===== config.mk =====
export PLATFORM = sky130hd
export DESIGN_NAME = seg7_scan_driver
export DESIGN_NICKNAME = d
export VERILOG_FILES = /design/src/rtl/seg7_pkg.sv /design/src/rtl/seg7_glyph.sv /design/src/rtl/seg7_scan_driver.sv
export SDC_FILE = /design/constraint.sdc
export NUM_CORES = 1
export LEC_CHECK = 0
export CAP_MARGIN = 40
export CELL_PAD_IN_SITES_DETAIL_PLACEMENT = 1
export CELL_PAD_IN_SITES_GLOBAL_PLACEMENT = 1
export CORE_MARGIN = 4
export CORE_UTILIZATION = 46
export CTS_BUF_LIST = sky130_fd_sc_hd__clkbuf_16
export DETAILED_ROUTE_END_ITERATION = 7
export DONT_BUFFER_PORTS = 1
export PLACE_DENSITY = 0.72
export SYNTH_ARGS = -nofsm -noshare
export SYNTH_HDL_FRONTEND = slang
export SYNTH_HIERARCHICAL = 1
export SYNTH_SLANG_ARGS = --single-unit

===== constraint.sdc =====
create_clock -name clk -period 3 [get_ports clk]
set_input_delay 0.15 -clock clk [delete_from_list [all_inputs] [get_ports clk]]
set_output_delay 0.15 -clock clk [all_outputs]
set_load 0.03 [all_outputs]

===== src/rtl/seg7_pkg.sv =====
// Shared constants for the multiplexed 7-segment scan driver: active-low glyph
// table, blank pattern and the blink phase type.
package seg7_pkg;

    // Segment order is bit0=a .. bit6=g, active-low.
    localparam logic [6:0] SEG_BLANK = 7'h7F;

    localparam logic [6:0] GLYPH_TABLE [16] = '{
        7'h40,  // 0
        7'h79,  // 1
        7'h24,  // 2
        7'h30,  // 3
        7'h19,  // 4
        7'h12,  // 5
        7'h02,  // 6
        7'h78,  // 7
        7'h00,  // 8
        7'h10,  // 9
        7'h08,  // A
        7'h03,  // b
        7'h46,  // C
        7'h21,  // d
        7'h06,  // E
        7'h0E   // F
    };

    typedef enum logic {
        BLINK_ON  = 1'b0,
        BLINK_OFF = 1'b1
    } blink_phase_t;

endpackage


===== src/rtl/seg7_glyph.sv =====
// Combinational hex nibble to active-low 7-segment glyph lookup.
module seg7_glyph
    import seg7_pkg::*;
(
    input  logic [3:0] nibble,
    output logic [6:0] seg
);

    assign seg = GLYPH_TABLE[nibble];

endmodule


===== src/rtl/seg7_scan_driver.sv =====
// Time-multiplexed 7-segment scan driver with frame-synchronous data commit.
// Define SEG7_BLINK_EN to add per-digit blinking driven by blink_mask.
module seg7_scan_driver
    import seg7_pkg::*;
#(
    parameter int NUM_DIGITS  = 4,
    parameter int REFRESH_DIV = 100000,
    parameter int BLINK_DIV   = 250
) (
    input  logic                    clk,
    input  logic                    reset,
    input  logic [4*NUM_DIGITS-1:0] data,
    input  logic [NUM_DIGITS-1:0]   dp_in,
    input  logic [NUM_DIGITS-1:0]   digit_en,
    input  logic                    load,
    input  logic [NUM_DIGITS-1:0]   blink_mask,
    output logic [6:0]              seg,
    output logic                    dp,
    output logic [NUM_DIGITS-1:0]   an,
    output logic                    frame_done
);

    localparam int PRESC_W = (REFRESH_DIV > 1) ? $clog2(REFRESH_DIV) : 1;
    localparam int IDX_W   = (NUM_DIGITS > 1) ? $clog2(NUM_DIGITS) : 1;
    localparam logic [PRESC_W-1:0] PRESC_LAST = PRESC_W'(REFRESH_DIV - 1);
    localparam logic [IDX_W-1:0]   IDX_LAST   = IDX_W'(NUM_DIGITS - 1);

    logic [PRESC_W-1:0]      presc;
    logic [IDX_W-1:0]        idx;
    logic                    tick;
    logic                    wrap;
    logic [4*NUM_DIGITS-1:0] shadow_data;
    logic [NUM_DIGITS-1:0]   shadow_dp;
    logic [4*NUM_DIGITS-1:0] disp_data;
    logic [NUM_DIGITS-1:0]   disp_dp;

    logic [3:0]              sel_nibble;
    logic                    sel_dp;
    logic                    sel_en;
    logic [NUM_DIGITS-1:0]   an_onehot;
    logic [6:0]              glyph_seg;
    logic                    blink_blank;
    logic                    blank;

    assign tick = (presc == PRESC_LAST);
    assign wrap = tick && (idx == IDX_LAST);

    always_ff @(posedge clk or posedge reset) begin
        if (reset) begin
            presc <= '0;
        end else if (tick) begin
            presc <= '0;
        end else begin
            presc <= presc + 1'b1;
        end
    end

    always_ff @(posedge clk or posedge reset) begin
        if (reset) begin
            idx <= '0;
        end else if (wrap) begin
            idx <= '0;
        end else if (tick) begin
            idx <= idx + 1'b1;
        end
    end

    always_ff @(posedge clk or posedge reset) begin
        if (reset) begin
            shadow_data <= '0;
            shadow_dp   <= '0;
        end else if (load) begin
            shadow_data <= data;
            shadow_dp   <= dp_in;
        end
    end

    // A load landing on the wrap edge bypasses the shadow so it shows this frame.
    always_ff @(posedge clk or posedge reset) begin
        if (reset) begin
            disp_data <= '0;
            disp_dp   <= '0;
        end else if (wrap) begin
            disp_data <= load ? data  : shadow_data;
            disp_dp   <= load ? dp_in : shadow_dp;
        end
    end

    always_comb begin
        sel_nibble = '0;
        sel_dp     = 1'b0;
        sel_en     = 1'b0;
        an_onehot  = '1;
        for (int i = 0; i < NUM_DIGITS; i++) begin
            if (idx == IDX_W'(i)) begin
                sel_nibble   = disp_data[4*i +: 4];
                sel_dp       = disp_dp[i];
                sel_en       = digit_en[i];
                an_onehot[i] = 1'b0;
            end
        end
    end

    seg7_glyph u_glyph (
        .nibble (sel_nibble),
        .seg    (glyph_seg)
    );

`ifdef SEG7_BLINK_EN
    localparam int BCNT_W = (BLINK_DIV > 1) ? $clog2(BLINK_DIV) : 1;
    localparam logic [BCNT_W-1:0] BCNT_LAST = BCNT_W'(BLINK_DIV - 1);

    logic [BCNT_W-1:0] blink_cnt;
    logic [BCNT_W-1:0] blink_cnt_next;
    blink_phase_t      blink_phase;
    blink_phase_t      blink_phase_next;
    logic              sel_blink;

    always_ff @(posedge clk or posedge reset) begin
        if (reset) begin
            blink_cnt   <= '0;
            blink_phase <= BLINK_ON;
        end else begin
            blink_cnt   <= blink_cnt_next;
            blink_phase <= blink_phase_next;
        end
    end

    // Frames are counted at the scan wrap; the phase flips every BLINK_DIV frames.
    always_comb begin
        blink_cnt_next   = blink_cnt;
        blink_phase_next = blink_phase;
        if (wrap) begin
            if (blink_cnt == BCNT_LAST) begin
                blink_cnt_next   = '0;
                blink_phase_next = (blink_phase == BLINK_ON) ? BLINK_OFF : BLINK_ON;
            end else begin
                blink_cnt_next = blink_cnt + 1'b1;
            end
        end
    end

    always_comb begin
        sel_blink = 1'b0;
        for (int i = 0; i < NUM_DIGITS; i++) begin
            if (idx == IDX_W'(i)) begin
                sel_blink = blink_mask[i];
            end
        end
    end

    assign blink_blank = (blink_phase == BLINK_OFF) && sel_blink;
`else
    logic unused_blink_mask;

    assign unused_blink_mask = ^blink_mask;
    assign blink_blank       = 1'b0;
`endif

    assign blank = !sel_en || blink_blank;

    // A blanked digit still occupies its scan slot; only the drive is suppressed.
    always_ff @(posedge clk or posedge reset) begin
        if (reset) begin
            an         <= '1;
            seg        <= SEG_BLANK;
            dp         <= 1'b1;
            frame_done <= 1'b0;
        end else begin
            frame_done <= wrap;
            if (blank) begin
                an  <= '1;
                seg <= SEG_BLANK;
                dp  <= 1'b1;
            end else begin
                an  <= an_onehot;
                seg <= glyph_seg;
                dp  <= ~sel_dp;
            end
        end
    end

endmodule


==> impl_metrics.env, run 1 <==
export IMPL_status="complete, no violations"
export IMPL_worst_path_max_delay_cell="mux4_1"
export IMPL_fmax_ghz=0.355
export IMPL_swShare_pct=21.7
export IMPL_clkPwrFrac_pct=47.5
export IMPL_r2r_cells=10
export IMPL_worst_path_buf_inv=3
export IMPL_path_cells="inv_1, ha_1, nor2b_2, a221oi_1, o31ai_1, inv_1, ha_1, inv_1, mux4_1, or2_2"
export IMPL_dieArea_sq_um=8940
export IMPL_first_iter_violations=66
export IMPL_p_comb_share_pct=7.3
export IMPL_cts_clk_slew_worst_paths_ns=0.06
export IMPL_slew_headroom_pct=50.7
export IMPL_synth_top_area_share_pct=43.6
export IMPL_finalCritPeriodShare_pct=93.9
export IMPL_start_util_pct=47.5
export IMPL_wl_per_cell_um=18.3
export IMPL_worstHoldPathCells=1
export IMPL_htreeDepth=3
export IMPL_path_delay_family="adder cells"
export IMPL_io_pins=44
export IMPL_p_int_uw=1850
export IMPL_core_area_sq_um=7250
export IMPL_cp_start_kind="flip-flop"
export IMPL_async_reset_ff_share_pct=100
export IMPL_fin_skew_ns=0.00775
export IMPL_syn_to_final_growth_pct=19.1
export IMPL_maxCapViolCount=0
export IMPL_layout_setup_ws_ns=0.183
export IMPL_cp_depth=10
export IMPL_yosysSeqAreaShare_pct=52.7
export IMPL_antenna_cells=0
export IMPL_finalMaxSlewViolations=0
export IMPL_seqPwrFrac_pct=45.2
export IMPL_clk_latency_ns=0.33
export IMPL_post_dp_hpwl_mm=4.76
export IMPL_cts_buffers=9
export IMPL_critical_path_class="reg -> reg"
export IMPL_cp_end_kind="flip-flop"
export IMPL_vias=2139
export IMPL_track_usage_pct=18.4
export IMPL_setup_viol=0
export IMPL_hold_class="in -> reg"
export IMPL_dr_pass1_iters=4
export IMPL_grt_ovfl_total=0
export IMPL_antenna_found_initial=0
export IMPL_post_route_min_period_ns=2.82
export IMPL_syn_area_per_cell_sq_um=12.9
export IMPL_ir_drop_v=0.000322
export IMPL_yosys_top_cells_area="dfrtp_1, dfstp_2, mux2_4"
export IMPL_fp_row_count=31
export IMPL_synth_ff_type="dfrtp_1"
export IMPL_clk_path_buf_depth=2
export IMPL_grt_max_degree=36
export IMPL_p_leak_uw=0.00184
export IMPL_yosys_warnings=6
export IMPL_drive_gt1_share_pct=31.0
export IMPL_grt_pass1_vias=2430
export IMPL_dieWidth_um=94.6
export IMPL_finalHoldViolations=0
export IMPL_pre_cts_slack_ns=0.180
export IMPL_rsz0062_at_grt="yes"
export IMPL_arrival_ns=3.06
export IMPL_setup_tns_ns=0
export IMPL_cts_sinks=72
export IMPL_route_detailed_drc=0
export IMPL_route_final_wire_length_mm=7.40
export IMPL_place_congestion=0.765
export IMPL_cts_root_buf="clkbuf_16"
export IMPL_grt_pass1_wl_mm=12.3
export IMPL_syn_area_sq_um=3450
export IMPL_ant_nets=0
export IMPL_switchingPower_uw=512
export IMPL_yosys_area_top_type="dfrtp_1"
export IMPL_die_h_um=94.6
export IMPL_port_buffers=0
export IMPL_post_cts_buffers=0
export IMPL_synthCells=267
export IMPL_ys_seq_elements=72
export IMPL_cp_max_fo=8
export IMPL_synth_fp_nets=310
export IMPL_powerDensity_nw_per_um2=575
export IMPL_via_per_inst=5.28
export IMPL_cts_tree="built"
export IMPL_required_ns=3.25
export IMPL_tightest_slew_ns=0.738
export IMPL_synth_edf_count=0
export IMPL_slowest_delay_ns=0.46
export IMPL_layout_nets=344
export IMPL_nFillCells=756
export IMPL_yosysUniqueCellTypes=47
export IMPL_cpMostUsedCell="inv_1"
-- registers in the layout, indices dropped and copies added (netlist names) --
name,flops
an,4
disp_data,16
disp_dp,4
dp,1
frame_done,1
idx,2
presc,17
seg,7
shadow_data,16
shadow_dp,4
-- path summary, 6_finish.rpt --
kind                                             start                         to  slack, ns
worst max-delay path                idx[1]$_DFFE_PP0P_           seg[3]$_DFF_PP1_       0.18
worst min-delay path                           data[1]   shadow_data[1]$_DFF_PP0_      0.004
worst max register to register      idx[1]$_DFFE_PP0P_           seg[3]$_DFF_PP1_       0.18
worst min register to register  disp_dp[3]$_DFFE_PP0P_               dp$_DFF_PP1_       0.46
max in group asynchronous                        reset           seg[1]$_DFF_PP1_       1.76
min in group asynchronous                        reset  shadow_data[11]$_DFF_PP0_       0.42
-- through the flow --
step	total power (uW)	utilization, %	area, sq um	instances	hold WS (ns)
6_report	2360	56.6	4110	405	0.00430
5_1_grt	2460	56.6	4110	405	0.00308
4_1_cts	2380	56.3	4080	403	0.00000167
3_5_place_dp	1220	49.1	3560	366	0.196
3_3_place_gp	1220	49.1	3560	366	0.190
2_1_floorplan	1190	-	3450	267	0.205
-- cells in the mapped netlist, types with 2 or more instances --
| cell | n |
|---|---|
| a21oi_1 | 10 |
| a221oi_1 | 2 |
| a22o_1 | 2 |
| and2_2 | 2 |
| and3_1 | 2 |
| and4_1 | 2 |
| buf_6 | 5 |
| clkbuf_1 | 3 |
| dfrtp_1 | 60 |
| dfstp_2 | 12 |
| ha_1 | 12 |
| inv_1 | 6 |
| mux2_2 | 21 |
| mux2_4 | 20 |
| mux2i_1 | 4 |
| nand2_1 | 18 |
| nand2b_1 | 4 |
| nand3_1 | 7 |
| nand3b_1 | 3 |
| nand4_1 | 2 |
| nand4_2 | 2 |
| nor2_1 | 15 |
| nor2b_1 | 4 |
| nor3_1 | 2 |
| o21ai_0 | 7 |
| o31ai_1 | 2 |
| o41ai_1 | 2 |
| or2_2 | 7 |
| xnor2_1 | 8 |
| xor2_1 | 4 |
-- metal layers --
layer / routed length (um) / part of all wire [%] / global-route usage (%)
met1: 3440 / 47 / 23.8
met2: 3520 / 48 / 29.0
met3: 304 / 4.1 / 4.54
met4: 137 / 1.9 / 8.77
met5: 0 / 0 / 0
-- layout by cell type (no fill, tap or decap), types with 3 or more instances in the layout --
cell type      Yosys  routed
dfrtp_1           60      60
dlygate4sd3_1      0      23
mux2_2            21      21
mux2_4            20      20
nand2_1           18      18
nor2_1            15      15
ha_1              12      12
dfstp_2           12      12
buf_4              1      11
a21oi_1           10      10
clkbuf_16          0       9
xnor2_1            8       8
or2_2              7       7
nand3_1            7       7
o21ai_0            7       6
inv_1              6       6
nand2b_1           4       4
xor2_1             4       4
mux2i_1            4       4
nand3b_1           3       3
nor2b_1            4       3
-- cell families after synthesis --
kind of cell,count (synthesis),share of synthesized area [%]
simple gates,77,13.0
buf+inv,17,3.38
fa+ha+maj,12,4.36
compound gates,30,5.66
xor+xnor,12,3.05
flops,72,52.7
mux,47,17.8
-- power by group through the flow --
stage | clock (uW) | combinational [uW] | sequential, uW
2_1_floorplan | 0 | 116 | 1080
3_3_place_gp | 0 | 135 | 1080
3_5_place_dp | 0 | 139 | 1080
4_1_cts | 1140 | 169 | 1070
5_1_grt | 1190 | 190 | 1070
6_report | 1120 | 171 | 1070
-- worst register-to-register path: stages (launching register included) --
cell	delay, ns
dfrtp_1	0.39
inv_1	0.08
ha_1	0.30
nor2b_2	0.23
a221oi_1	0.10
o31ai_1	0.33
inv_1	0.17
ha_1	0.32
inv_1	0.05
mux4_1	0.46
or2_2	0.30
-- area by class of cell --
| type | count | area (sq um) | area share [%] |
|---|---|---|---|
| clock buffer | 9 | 225 | 5.49 |
| clock inverter | 7 | 87.6 | 2.13 |
| inverter | 6 | 22.5 | 0.549 |
| multi-input combinational | 178 | 1520 | 36.9 |
| sequential | 72 | 1820 | 44.3 |
| tap | 99 | 124 | 3.02 |
| timing repair buffer | 34 | 313 | 7.62 |
-- what timing repair did --
action,in CTS,in global routing
hold endpoints to repair,37,2
setup endpoints to repair,0,2
gates resized for setup,0,2
hold buffers,21,2
No activity file was read; power rests on OpenSTA's default activity.
==> inputs of run 2 (changes only) <==
--- a/config.mk
+++ b/config.mk
@@ -14,6 +14,7 @@
 export DETAILED_ROUTE_END_ITERATION = 7
 export DONT_BUFFER_PORTS = 1
 export PLACE_DENSITY = 0.72
+export RECOVER_POWER = 100
 export SYNTH_ARGS = -nofsm -noshare
 export SYNTH_HDL_FRONTEND = slang
 export SYNTH_HIERARCHICAL = 1
==> impl_metrics.env, run 2 (same netlist as run 1, synthesis figures left out) <==
export IMPL_setup_viol=0
export IMPL_clk_path_buf_depth=2
export IMPL_worst_path_max_delay_cell="mux4_1"
export IMPL_cp_max_fo=8
export IMPL_layout_common_cells="dfrtp_1, dlygate4sd3_1, mux2_4"
export IMPL_slowest_delay_ns=0.46
export IMPL_via_per_inst=5.27
export IMPL_largest_reg_flops=17
export IMPL_die_h_um=94.6
export IMPL_cts_sinks=72
export IMPL_grt_ovfl_total=0
export IMPL_path_cells="inv_1, ha_1, nor2b_2, a221oi_1, o31ai_1, inv_1, ha_1, inv_1, mux4_1, or2_2"
export IMPL_grt_pass1_wl_mm=12.3
export IMPL_cts_root_buf="clkbuf_16"
export IMPL_powerDensity_nw_per_um2=574
export IMPL_antenna_cells=0
export IMPL_fin_total_pwr_uw=2350
export IMPL_worst_path_buf_inv=3
export IMPL_critical_path_class="reg -> reg"
export IMPL_worst_hold_slack_ns=-0.000324
export IMPL_htreeDepth=3
export IMPL_slew_headroom_pct=10.2
export IMPL_maxCapViolCount=0
export IMPL_first_iter_violations=63
export IMPL_cts_clk_slew_worst_paths_ns=0.06
export IMPL_cts_tree="built"
export IMPL_rsz0062_at_grt="yes"
export IMPL_finalMaxSlewViolations=0
export IMPL_arrival_ns=3.05
export IMPL_layout_nets=344
export IMPL_post_route_min_period_ns=2.80
export IMPL_fmax_ghz=0.357
export IMPL_place_congestion=0.765
export IMPL_io_pins=44
export IMPL_post_dp_hpwl_mm=4.76
export IMPL_track_usage_pct=18.4
export IMPL_violations="negative hold slack"
export IMPL_finalCritPeriodShare_pct=93.5
export IMPL_hold_class="in -> reg"
export IMPL_dr_pass1_iters=4
export IMPL_p_leak_uw=0.00182
export IMPL_grt_max_degree=36
export IMPL_required_ns=3.25
export IMPL_post_cts_buffers=0
export IMPL_final_common_cell="dfrtp_1"
export IMPL_cpMostUsedCell="inv_1"
export IMPL_clk_latency_ns=0.33
export IMPL_fin_skew_ns=0.00898
export IMPL_port_buffers=0
export IMPL_cts_buffers=9
export IMPL_top_regs="presc: 17 flops, disp_data: 16 flops, shadow_data: 16 flops"
export IMPL_fp_row_count=31
export IMPL_dieArea_sq_um=8940
export IMPL_status="finished with violations"
export IMPL_antenna_found_initial=0
export IMPL_route_detailed_drc=0
export IMPL_start_util_pct=47.5
export IMPL_core_area_sq_um=7250
export IMPL_route_final_wire_length_mm=7.38
export IMPL_dp_cells=366
export IMPL_path_delay_family="adder cells"
export IMPL_vias=2136
export IMPL_finalNonFillerCells=405
export IMPL_syn_to_final_growth_pct=18.7
export IMPL_wl_per_cell_um=18.2
export IMPL_dieWidth_um=94.6
export IMPL_cp_end_kind="flip-flop"
export IMPL_finalHoldViolations=1
export IMPL_ant_nets=0
export IMPL_tightest_slew_ns=1.35
export IMPL_grt_pass1_vias=2430
export IMPL_ir_drop_v=0.000322
export IMPL_registers_top_by_ff_count="presc"
export IMPL_drive_gt1_share_pct=24.2
export IMPL_cp_start_kind="flip-flop"
==> run 2: stage by stage <==
stage / setup WS (ns) / area [sq um] / hold slack [ns] / utilization, % / TNS (ns)
floorplan: 0.0310 / 3450 / 0.205 / - / 0
global placement: 0.269 / 3560 / 0.190 / 49.1 / 0
detailed placement: 0.180 / 3560 / 0.196 / 49.1 / 0
CTS: 0.159 / 4080 / 0.00000167 / 56.3 / 0
global route: -0.0229 / 4090 / -0.00130 / 56.4 / -0.0229
finish: 0.195 / 4090 / -0.000324 / 56.4 / 0
==> run 2: per-layer routing <==
metal	GRT usage, %	vias up	routed length (um)	part of all wire, %
met2	29.0	43	3470	47
met1	23.8	1075	3440	47
met5	0	-	0	0
met4	8.77	0	136	1.8
met3	4.54	12	325	4.4
li1	-	1006	-	-
==> run 2: final timing paths <==
check	endpoint	depth (start not counted)	slack, ns	start
max	seg[3]$_DFF_PP1_	10	0.20	idx[1]$_DFFE_PP0P_
min	shadow_data[1]$_DFF_PP0_	1	-0.0003	data[1]
max reg2reg	seg[3]$_DFF_PP1_	10	0.20	idx[1]$_DFFE_PP0P_
min reg2reg	dp$_DFF_PP1_	1	0.47	disp_dp[3]$_DFFE_PP0P_
max in group asynchronous	disp_data[4]$_DFFE_PP0P_	3	0.68	reset
min in group asynchronous	presc[15]$_DFF_PP0_	2	0.66	reset
==> run 2: worst register-to-register path: stages (launching register included) <==
cell	delay [ns]
dfrtp_1	0.39
inv_1	0.08
ha_1	0.30
nor2b_2	0.23
a221oi_1	0.10
o31ai_1	0.33
inv_1	0.16
ha_1	0.32
inv_1	0.05
mux4_1	0.46
or2_2	0.30
==> run 2: timing repair <==
item | in CTS | in global routing
endpoints found under the setup margin | 0 | 2
hold endpoints to repair | 37 | 2
gates resized for setup | 0 | 2
hold buffers | 21 | 2
==> run 2: final cells by class <==
cell class | instances | area, sq um
Inverter | 6 | 22.5
Multi-Input combinational cell | 178 | 1510
Sequential cell | 72 | 1820
Timing Repair Buffer | 34 | 305
Fill cell | 756 | 3160
Tap cell | 99 | 124
Clock inverter | 7 | 87.6
Clock buffer | 9 | 225
==> run 2: power by group <==
part | total, uW | switching, uW | leakage [uW] | internal (uW)
Clock | 1120 | 398 | 0.000150 | 720
Sequential | 1070 | 37.4 | 0.000878 | 1030
Combinational | 165 | 73.0 | 0.000791 | 92.2
